==> config.mk <==
export PLATFORM = sky130hd
export DESIGN_NAME = axilite_reg_bridge
export DESIGN_NICKNAME = d
export VERILOG_FILES = /design/src/rtl/axilite_reg_bridge.sv
export SDC_FILE = /design/constraint.sdc
export NUM_CORES = 1
export LEC_CHECK = 0
export CAP_MARGIN = 10
export CORE_ASPECT_RATIO = 0.9
export CORE_MARGIN = 10
export CORE_UTILIZATION = 47
export DETAILED_ROUTE_END_ITERATION = 16
export PLACE_DENSITY = 0.88
export SETUP_SLACK_MARGIN = 0.05
export SYNTH_ARGS = -nofsm -noshare
export SYNTH_HDL_FRONTEND = slang
export SYNTH_SLANG_ARGS = --single-unit
export TNS_END_PERCENT = 30
==> constraint.sdc <==
create_clock -name clk -period 8.15 [get_ports clk]
set_input_delay 0.815 -clock clk [delete_from_list [all_inputs] [get_ports clk]]
set_output_delay 0.815 -clock clk [all_outputs]
set_load 0.01 [all_outputs]
==> src/rtl/axilite_reg_bridge.sv <==
// AXI-Lite slave to single-port register bridge with round-robin read/write arbitration,
// address-range decode and access timeout. Optional error responses: AXIL_REG_BRIDGE_ERR_RESP_EN.
module axilite_reg_bridge #(
  parameter int DATA_WIDTH = 32,
  parameter int ADDR_WIDTH = 40,
  parameter int STRB_WIDTH = DATA_WIDTH/8,
  parameter int REG_COUNT  = 64,
  parameter int TIMEOUT    = 16
) (
  input  logic                  clk,
  input  logic                  rst,
  input  logic [ADDR_WIDTH-1:0] s_axil_awaddr,
  input  logic [2:0]            s_axil_awprot,
  input  logic                  s_axil_awvalid,
  output logic                  s_axil_awready,
  input  logic [DATA_WIDTH-1:0] s_axil_wdata,
  input  logic [STRB_WIDTH-1:0] s_axil_wstrb,
  input  logic                  s_axil_wvalid,
  output logic                  s_axil_wready,
  output logic [1:0]            s_axil_bresp,
  output logic                  s_axil_bvalid,
  input  logic                  s_axil_bready,
  input  logic [ADDR_WIDTH-1:0] s_axil_araddr,
  input  logic [2:0]            s_axil_arprot,
  input  logic                  s_axil_arvalid,
  output logic                  s_axil_arready,
  output logic [DATA_WIDTH-1:0] s_axil_rdata,
  output logic [1:0]            s_axil_rresp,
  output logic                  s_axil_rvalid,
  input  logic                  s_axil_rready,
  output logic [ADDR_WIDTH-1:0] reg_addr,
  output logic [DATA_WIDTH-1:0] reg_wr_data,
  output logic [STRB_WIDTH-1:0] reg_wr_strb,
  output logic                  reg_wr_en,
  output logic                  reg_rd_en,
  input  logic [DATA_WIDTH-1:0] reg_rd_data,
  input  logic                  reg_wait,
  input  logic                  reg_ack
);

  localparam int AL = $clog2(STRB_WIDTH);
  localparam int CW = (TIMEOUT > 1) ? $clog2(TIMEOUT + 1) : 1;

  localparam logic [1:0] RESP_OKAY = 2'b00;
`ifdef AXIL_REG_BRIDGE_ERR_RESP_EN
  localparam logic [1:0] RESP_SLVERR = 2'b10;
  localparam logic [1:0] RESP_DECERR = 2'b11;
`else
  localparam logic [1:0] RESP_SLVERR = 2'b00;
  localparam logic [1:0] RESP_DECERR = 2'b00;
`endif

  typedef enum logic [1:0] {PORT_IDLE, PORT_ACCESS, PORT_RESP} port_state_t;

  port_state_t           state;
  logic                  ready_en, aw_full, w_full, ar_full, cur_wr, last_wr;
  logic [ADDR_WIDTH-1:0] aw_addr, ar_addr, sel_addr;
  logic [DATA_WIDTH-1:0] w_data;
  logic [STRB_WIDTH-1:0] w_strb;
  logic [CW-1:0]         cnt;
  logic                  wr_req, rd_req, grant_wr, in_range, timeout_hit;
  logic                  unused_prot;

  assign unused_prot = ^{s_axil_awprot, s_axil_arprot};

  // ready_en keeps all readies low until the first edge after reset release
  assign s_axil_awready = ready_en & ~aw_full;
  assign s_axil_wready  = ready_en & ~w_full;
  assign s_axil_arready = ready_en & ~ar_full;

  assign wr_req      = aw_full & w_full;
  assign rd_req      = ar_full;
  assign grant_wr    = wr_req & (~rd_req | ~last_wr);
  assign sel_addr    = grant_wr ? aw_addr : ar_addr;
  assign in_range    = (sel_addr >> AL) < ADDR_WIDTH'(REG_COUNT);
  assign timeout_hit = (TIMEOUT != 0) && !reg_wait && (cnt == CW'(TIMEOUT - 1));

  always_ff @(posedge clk or posedge rst) begin
    if (rst) begin
      state         <= PORT_IDLE;
      ready_en      <= 1'b0;
      aw_full       <= 1'b0;
      w_full        <= 1'b0;
      ar_full       <= 1'b0;
      aw_addr       <= '0;
      ar_addr       <= '0;
      w_data        <= '0;
      w_strb        <= '0;
      cur_wr        <= 1'b0;
      last_wr       <= 1'b0;
      cnt           <= '0;
      reg_addr      <= '0;
      reg_wr_data   <= '0;
      reg_wr_strb   <= '0;
      reg_wr_en     <= 1'b0;
      reg_rd_en     <= 1'b0;
      s_axil_bresp  <= RESP_OKAY;
      s_axil_bvalid <= 1'b0;
      s_axil_rdata  <= '0;
      s_axil_rresp  <= RESP_OKAY;
      s_axil_rvalid <= 1'b0;
    end else begin
      ready_en <= 1'b1;
      if (s_axil_awvalid && s_axil_awready) begin
        aw_full <= 1'b1;
        aw_addr <= s_axil_awaddr;
      end
      if (s_axil_wvalid && s_axil_wready) begin
        w_full <= 1'b1;
        w_data <= s_axil_wdata;
        w_strb <= s_axil_wstrb;
      end
      if (s_axil_arvalid && s_axil_arready) begin
        ar_full <= 1'b1;
        ar_addr <= s_axil_araddr;
      end

      case (state)
        PORT_IDLE: begin
          if (wr_req || rd_req) begin
            cur_wr  <= grant_wr;
            last_wr <= grant_wr;
            cnt     <= '0;
            if (in_range) begin
              state       <= PORT_ACCESS;
              reg_addr    <= {sel_addr[ADDR_WIDTH-1:AL], {AL{1'b0}}};
              reg_wr_data <= w_data;
              reg_wr_strb <= w_strb;
              reg_wr_en   <= grant_wr;
              reg_rd_en   <= ~grant_wr;
            end else if (grant_wr) begin
              state         <= PORT_RESP;
              s_axil_bvalid <= 1'b1;
              s_axil_bresp  <= RESP_DECERR;
            end else begin
              state         <= PORT_RESP;
              s_axil_rvalid <= 1'b1;
              s_axil_rresp  <= RESP_DECERR;
              s_axil_rdata  <= '0;
            end
          end
        end
        PORT_ACCESS: begin
          // ack is checked first so it wins over a same-cycle timeout
          if (reg_ack || timeout_hit) begin
            state     <= PORT_RESP;
            reg_wr_en <= 1'b0;
            reg_rd_en <= 1'b0;
            if (cur_wr) begin
              s_axil_bvalid <= 1'b1;
              s_axil_bresp  <= reg_ack ? RESP_OKAY : RESP_SLVERR;
            end else begin
              s_axil_rvalid <= 1'b1;
              s_axil_rresp  <= reg_ack ? RESP_OKAY : RESP_SLVERR;
              s_axil_rdata  <= reg_ack ? reg_rd_data : '0;
            end
          end else if (!reg_wait) begin
            cnt <= cnt + 1'b1;
          end
        end
        PORT_RESP: begin
          if (cur_wr && s_axil_bvalid && s_axil_bready) begin
            state         <= PORT_IDLE;
            s_axil_bvalid <= 1'b0;
            aw_full       <= 1'b0;
            w_full        <= 1'b0;
          end else if (!cur_wr && s_axil_rvalid && s_axil_rready) begin
            state         <= PORT_IDLE;
            s_axil_rvalid <= 1'b0;
            ar_full       <= 1'b0;
          end
        end
        default: state <= PORT_IDLE;
      endcase
    end
  end

endmodule

==> results.md, run 1 <==
- Biggest area consumer among synthesized cells: dfrtp_1
- Clock sinks: 234
- Seq pwr share: 46.3%
- Worst-skew pair later-pin latency: 0.50 ns
- Final setup margin: 5.19 ns
- Mapped Area: 0.00930 mm^2
- Setup Viol. Count Final: 0
- Synth Register Bits: 234
- I/O Buffers: 265
- Fin nets: 1,103
- Crit path cell chain: a21oi_2 > nor4_4 > o21ai_4 > buf_4 > mux2_2
- Count leader, synth: dfrtp_1
- Max incr delay on CP: 0.67 ns
- LEAKAGE: 5.72 nW
- Synth top area cells: dfrtp_1, mux2_2, a41oi_1
- Placed cell areas: 0.0122 mm^2
- First-pass GRT wire length: 39,100 um
- Die width: 168 um
- Cell Int Power: 2.64 mW
- WL/cell: 20.4 um
- Critical path class: flip-flop to flip-flop
- Post-route cell area: 0.0131 mm^2
- Core area: 0.0193 mm^2
- Synth async-reset ratio: 100%
- Place WS: 5.12 ns
- Final period util: 36.3%
- GRT Residual Overflow: 0
- DRT Pass-1 Iters: 4
- Ports: 282
- Vias: 6,405
- DP HPWL: 17,800 um
- Top post-synthesis cells by count: dfrtp_1, mux2_2, nand2_1
- Initial core utilization: 48.1%
- Max Root-Sink Buffers: 3
- Crit start category: flip-flop
- Cts bufs inserted: 24
- Share of the synthesized area in the top cell type: 63.0%
- DRC Markers: 0
- Final Power: 3.60 mW
- Area Growth Syn to Fin: 40.5%
- Fin. Hold Viols: 0
- Vias in the first global route: 6,963
- FP Rows: 48
- Worst r2r path cells: 5
- Critical Path Sink Type: flip-flop
- Initial antenna violation count: 1
- Root Driver: clkbuf_16
- Worst slew margin: 32.2%
- Crit path DAT: 3.34 ns
- Syn Area/Cell: 13.8 um^2
- Clock network power share: 32.3%
- Total setup buffers inserted after CTS: 0
- Primary FF master, synth: dfrtp_1
- Post-route ant nets: 0
- Clock skew: 0.0105 ns
- Critical path endpoint: reg_wr_data[27]
- Chip height: 153 um
- Util after Layout: 67.5%
- Via density: 5.31
- Crit path from: last_wr
- Slew @ Worst Pin: 1.01 ns
- CTS tree: built
- Outcome: complete, no violations
- Reg2reg setup slack: 5.19 ns
- Hold Path Class: flip-flop to flip-flop
- Register area share after synthesis: 63.0%
- H-tree Lvls: 1
- RSZ-0062 raised after global routing: no
- Period minus WS final: 2.96 ns
- Post-synth EDFFs: 0
- Routability Congestion: 0.829
- Hold Startpoint: reg_addr[16]
- Largest net degree at the start of global routing: 86
- Power per cell area: 276 mW/mm^2
- Reg2reg end: reg_wr_data[27]
- CTS Hold Bufs: 0
- Netlist cell types: 42
- Switch share: 26.6%
- Final slew viol count: 0
- Share of layout cells above drive strength 1: 21.9%
- Reg2reg start: last_wr
- CP Max Fanout: 45
- Worst path slowest cell: buf_4
- Gates resized, CTS repair: 0
- Psw: 958 uW
- Max IR drop VDD: 0.000209 V
- Setup_tns: 0 ns
- Ys Warns: 0
- Max-Cap Viols: 0
- Fmax: 0.338 GHz
- Worst Path Required: 8.53 ns
- DR iter-0 viols: 432
- Comb power frac: 21.5%
- Die area: 0.0258 mm^2
- Mapped Cells: 675
- GRT Total Usage: 18.6%
- Post-Route WL: 24,600 um
- Clock Pin Slew Worst Setup and Hold Paths: 0.06 ns
[flip-flops by register name, indices dropped and copies added (netlist names), 4 cells and up]
name,cells
aw_addr,38
cnt,5
reg_addr,38
w_data,32
reg_wr_data,32
s_axil_rdata,32
reg_wr_strb,4
ar_addr,38
w_strb,4
[metal layers]
metal	wire, um	up-vias	global-route usage (%)
li1	-	2931	-
met1	9390	3189	22.2
met2	12300	252	31.8
met3	2410	33	6.08
met4	505	0	4.14
met5	0	-	0
[critical path: cells and delay by family (launching register included)]
kind | cells | cell delay (ns)
AO/OA/AOI/OAI | 2 | 1.09
buffers and inverters | 1 | 0.67
flip-flops | 1 | 0.49
multiplexers | 1 | 0.41
AND/OR/NAND/NOR | 1 | 0.14
[metrics by stage]
| step | hold slack (ns) | cells |
|---|---|---|
| 2_1_floorplan | 0.475 | 680 |
| 3_3_place_gp | 0.468 | 1161 |
| 3_5_place_dp | 0.471 | 1161 |
| 4_1_cts | 0.489 | 1204 |
| 5_1_grt | 0.499 | 1206 |
| 6_report | 0.483 | 1206 |
[cell usage in the layout, fill, tap and decap left out, types with 5 or more instances in the layout]
cell / count
inv_1: 7
dfrtp_1: 234
buf_4: 8
mux2_2: 137
clkbuf_16: 25
nor4_1: 17
nand3_1: 6
and2_1: 32
clkdlybuf4s50_1: 265
nor2_1: 6
nand2_1: 64
a41oi_1: 33
o21ai_0: 5
clkbuf_1: 5
conb_1: 7
mux2_4: 17
a21oi_1: 34
[cells by family after synthesis]
group                    after synthesis  share of synthesized area, %
XOR/XNOR                               2                         0.188
other                                  2                        0.0808
AND/OR/NAND/NOR                      144                          8.01
flip-flops                           234                          63.0
buffers and inverters                 50                          2.54
AO/OA/AOI/OAI                         87                          6.59
multiplexers                         154                          19.3
adder cells (fa/ha/maj)                2                         0.269
[how the worst min path moves through the flow]
stage | endpoint | depth (start not counted)
2_1_floorplan | reg_wr_data[12] | 1
4_1_cts | reg_addr[20] | 1
5_1_grt | reg_addr[23] | 1
3_3_place_gp | reg_addr[9] | 1
3_5_place_dp | reg_addr[34] | 1
6_report | reg_addr[16] | 1
[power by group through the flow]
stage,combinational (mW),sequential (mW),clock [mW]
final,0.773,1.67,1.16
after global routing,0.848,1.71,1.24
after CTS,0.768,1.67,1.19
after detailed placement,0.761,1.68,0
after global placement,0.729,1.66,0
after floorplan,0.505,1.63,0
[cell type report]
class,instances,area (um^2)
Tap cell,250,313
Timing Repair Buffer,274,2740
Inverter,8,37.5
Antenna cell,1,2.50
Multi-Input combinational cell,396,3260
Clock inverter,9,153
Clock buffer,34,699
Sequential cell,234,5860
Fill cell,1350,6280
Power figures use the tool's default switching activity.
==> run 2, diff against run 1 <==
--- a/config.mk
+++ b/config.mk
@@ -8,9 +8,9 @@
 export CAP_MARGIN = 10
 export CORE_ASPECT_RATIO = 0.9
 export CORE_MARGIN = 10
-export CORE_UTILIZATION = 47
+export CORE_UTILIZATION = 42
 export DETAILED_ROUTE_END_ITERATION = 16
-export PLACE_DENSITY = 0.88
+export PLACE_DENSITY = 0.84
 export SETUP_SLACK_MARGIN = 0.05
 export SYNTH_ARGS = -nofsm -noshare
 export SYNTH_HDL_FRONTEND = slang
==> constraint.sdc (replaced) <==
create_clock -name clk -period 2.6 [get_ports clk]
set_input_delay 0.26 -clock clk [delete_from_list [all_inputs] [get_ports clk]]
set_output_delay 0.26 -clock clk [all_outputs]
set_load 0.01 [all_outputs]
==> run 2 against run 1 <==
  * Clock power rose to 3.1 times the previous value
  * Critical path depth rose by 1
  * Clock skew fell by 0.00052 ns
  * Utilization fell by 6.9 points
  * Combinational power rose to 3.1 times the previous value
  * Critical endpoint is now reg_wr_data[31]
  * Flip-flop and latch count did not move
  * Cell area rose by 0.70%
  * Critical path type unchanged
  * Sequential share of layout area fell by 0.31 points
==> results.md, run 2 (same netlist as run 1, synthesis figures left out) <==
- Largest net degree at the start of global routing: 127 (was 86)
- I/O Buffers: 265 (unchanged)
- DRT Pass-1 Iters: 4 (unchanged)
- Worst-skew pair later-pin latency: 0.50 ns (about the same)
- Crit path DAT: 2.74 ns (was 3.34 ns)
- Clock Pin Slew Worst Setup and Hold Paths: 0.06 ns (about the same)
- Critical path class: flip-flop to flip-flop (unchanged)
- Die width: 177 um (was 168 um)
- DR iter-0 viols: 347 (was 432)
- Gates resized, CTS repair: 0 (unchanged)
- Post-route ant nets: 0 (unchanged)
- DP HPWL: 17,400 um (was 17,800 um)
- Total setup buffers inserted after CTS: 0 (unchanged)
- Fmax: 0.425 GHz (was 0.338 GHz)
- Critical Path Sink Type: flip-flop (unchanged)
- Worst slew margin: 54.3% (was 32.2%)
- Initial core utilization: 42.9% (was 48.1%)
- Buf/Inv on CP: 1 (unchanged)
- Placed cell areas: 0.0123 mm^2 (was 0.0122 mm^2)
- Final slew viol count: 0 (unchanged)
- Vias in the first global route: 6,858 (was 6,963)
- CTS tree: built (unchanged)
- Crit path from: ar_addr[34] (was last_wr)
- DRC Markers: 0 (unchanged)
- FP Rows: 51 (was 48)
- RSZ-0062 raised after global routing: no (unchanged)
- Share of layout cells above drive strength 1: 22.3% (was 21.9%)
- Initial antenna violation count: 2 (was 1)
- Worst r2r path cells: 6 (was 5)
- Max Root-Sink Buffers: 3 (unchanged)
- Critical path endpoint: reg_wr_data[31] (was reg_wr_data[27])
- Final period util: 90.6% (was 36.3%)
- Hold Path Class: primary input to asynchronous set/reset pin (was flip-flop to flip-flop)
- Reg2reg start: ar_addr[34] (was last_wr)
- Most common cell after layout, fill and taps aside: clkdlybuf4s50_1 (unchanged)
- Power per cell area: 852 mW/mm^2 (was 276 mW/mm^2)
- Max incr delay on CP: 0.51 ns (was 0.67 ns)
- GRT Residual Overflow: 0 (unchanged)
- Vias: 6,454 (was 6,405)
- Max-Cap Viols: 0 (unchanged)
- Post-Route WL: 24,300 um (was 24,600 um)
- Fin. Hold Viols: 0 (unchanged)
- LEAKAGE: 5.73 nW (was 5.72 nW)
- Die area: 0.0285 mm^2 (was 0.0258 mm^2)
- Clock skew: 0.0100 ns (was 0.0105 ns)
- CP Max Fanout: 75 (was 45)
- Delay-heaviest family, CP: simple AND/OR/NAND/NOR gates (was compound AO/OA/AOI/OAI gates)
- Max IR drop VDD: 0.000616 V (was 0.000209 V)
- Cell depth of the worst setup path: 6 (was 5)
- Register Area: 0.00586 mm^2 (unchanged)
- Fin nets: 1,107 (was 1,103)
- Filler cell count: 1,664 (was 1,350)
- Crit path cell chain: nor4_1 > nand4_1 > nor4_4 > o21ai_4 > buf_12 > mux2_4 (was a21oi_2 > nor4_4 > o21ai_4 > buf_4 > mux2_2)
- Post-route cell area: 0.0132 mm^2 (was 0.0131 mm^2)
- Via density: 5.15 (was 5.31)
- Chip height: 161 um (was 153 um)
- Core area: 0.0217 mm^2 (was 0.0193 mm^2)
- Routability Congestion: 0.765 (was 0.829)
- Area Growth Syn to Fin: 41.5% (was 40.5%)
- Setup Viol. Count Final: 0 (unchanged)
- Reg2reg end: reg_wr_data[31] (was reg_wr_data[27])
- Top Registers: ar_addr: 38 flops, aw_addr: 38 flops, reg_addr: 38 flops (unchanged)
- Setup_tns: 0 ns (unchanged)
- Worst Path Required: 2.98 ns (was 8.53 ns)
- Worst path slowest cell: nor4_4 (was buf_4)
- Root Driver: clkbuf_16 (unchanged)
- GRT Total Usage: 16.5% (was 18.6%)
- WL/cell: 19.4 um (was 20.4 um)
- H-tree Lvls: 1 (unchanged)
- First-pass GRT wire length: 38,100 um (was 39,100 um)
- Ports: 282 (unchanged)
- Cts bufs inserted: 24 (unchanged)
- Most frequent cells in the layout: clkdlybuf4s50_1, dfrtp_1, mux2_2, nand2_1, a21oi_1 (unchanged)
- Reg2reg setup slack: 0.25 ns (was 5.19 ns)
- Crit start category: flip-flop (unchanged)
- Clock sinks: 234 (unchanged)
- Area of the multi-input gates: 0.00326 mm^2 (about the same)
- Outcome: complete, no violations (unchanged)
- Slew @ Worst Pin: 0.686 ns (was 1.01 ns)
- CTS Hold Bufs: 0 (unchanged)
- Period minus WS final: 2.35 ns (was 2.96 ns)
run 2: power by group:
| part | leakage [nW] | switching (mW) | internal [mW] | total, mW |
|---|---|---|---|---|
| sequential | 3.00 | 0.561 | 4.64 | 5.20 |
| clock | 0.413 | 1.37 | 2.21 | 3.59 |
| combinational | 2.32 | 1.05 | 1.37 | 2.43 |
run 2: metal layers:
metal	GRT usage, %	up-vias	wire length, um
met5	0	-	0
met4	6.41	0	876
met3	4.97	60	1970
met2	26.7	227	11600
met1	20.3	3229	9850
li1	-	2938	-
run 2: area by class of cell:
type | count | area share, %
clock inverters | 11 | 1.21
diodes | 2 | 0.0380
clock buffers | 32 | 5.11
inverters | 8 | 0.257
repair buffers | 278 | 21.3
multi-input cells | 396 | 24.8
well taps | 291 | 2.77
flip-flops and latches | 234 | 44.5
run 2: through the flow:
step,instances,setup slack (ns),hold slack (ns),total power [mW],util (%)
after floorplan,680,-0.724,0.397,6.69,-
after global placement,1207,0.310,0.468,7.56,56.8
after detailed placement,1207,0.253,0.470,7.71,56.8
after CTS,1250,0.228,0.325,11.3,60.6
after global routing,1252,0.199,0.345,11.8,60.6
final,1252,0.245,0.288,11.2,60.6
run 2: tightest hold or removal path, stage by stage:
cell and delay (ns):
clkdlybuf4s50_1 0.44, clkinvlp_4 0.13, buf_12 0.41
run 2: how the worst min path moves through the flow:
stage                startpoint           end  cells past startpoint
6_report                    rst     w_data[4]                      3
5_1_grt        s_axil_wdata[14]    w_data[14]                      2
3_3_place_gp       reg_addr[15]  reg_addr[15]                      1
3_5_place_dp       reg_addr[29]  reg_addr[29]                      1
2_1_floorplan     s_axil_rready       ar_full                      1
4_1_cts                     rst     w_data[4]                      3
==> run 3, diff against run 2 <==
--- a/config.mk
+++ b/config.mk
@@ -9,7 +9,9 @@
 export CORE_ASPECT_RATIO = 0.9
 export CORE_MARGIN = 10
 export CORE_UTILIZATION = 42
+export CTS_CLUSTER_SIZE = 20
 export DETAILED_ROUTE_END_ITERATION = 16
+export GPL_ROUTABILITY_DRIVEN = 0
 export PLACE_DENSITY = 0.84
 export SETUP_SLACK_MARGIN = 0.05
 export SYNTH_ARGS = -nofsm -noshare
==> results of run 3 <==
The final DEF is identical to that of run 2; final timing and power are the same.
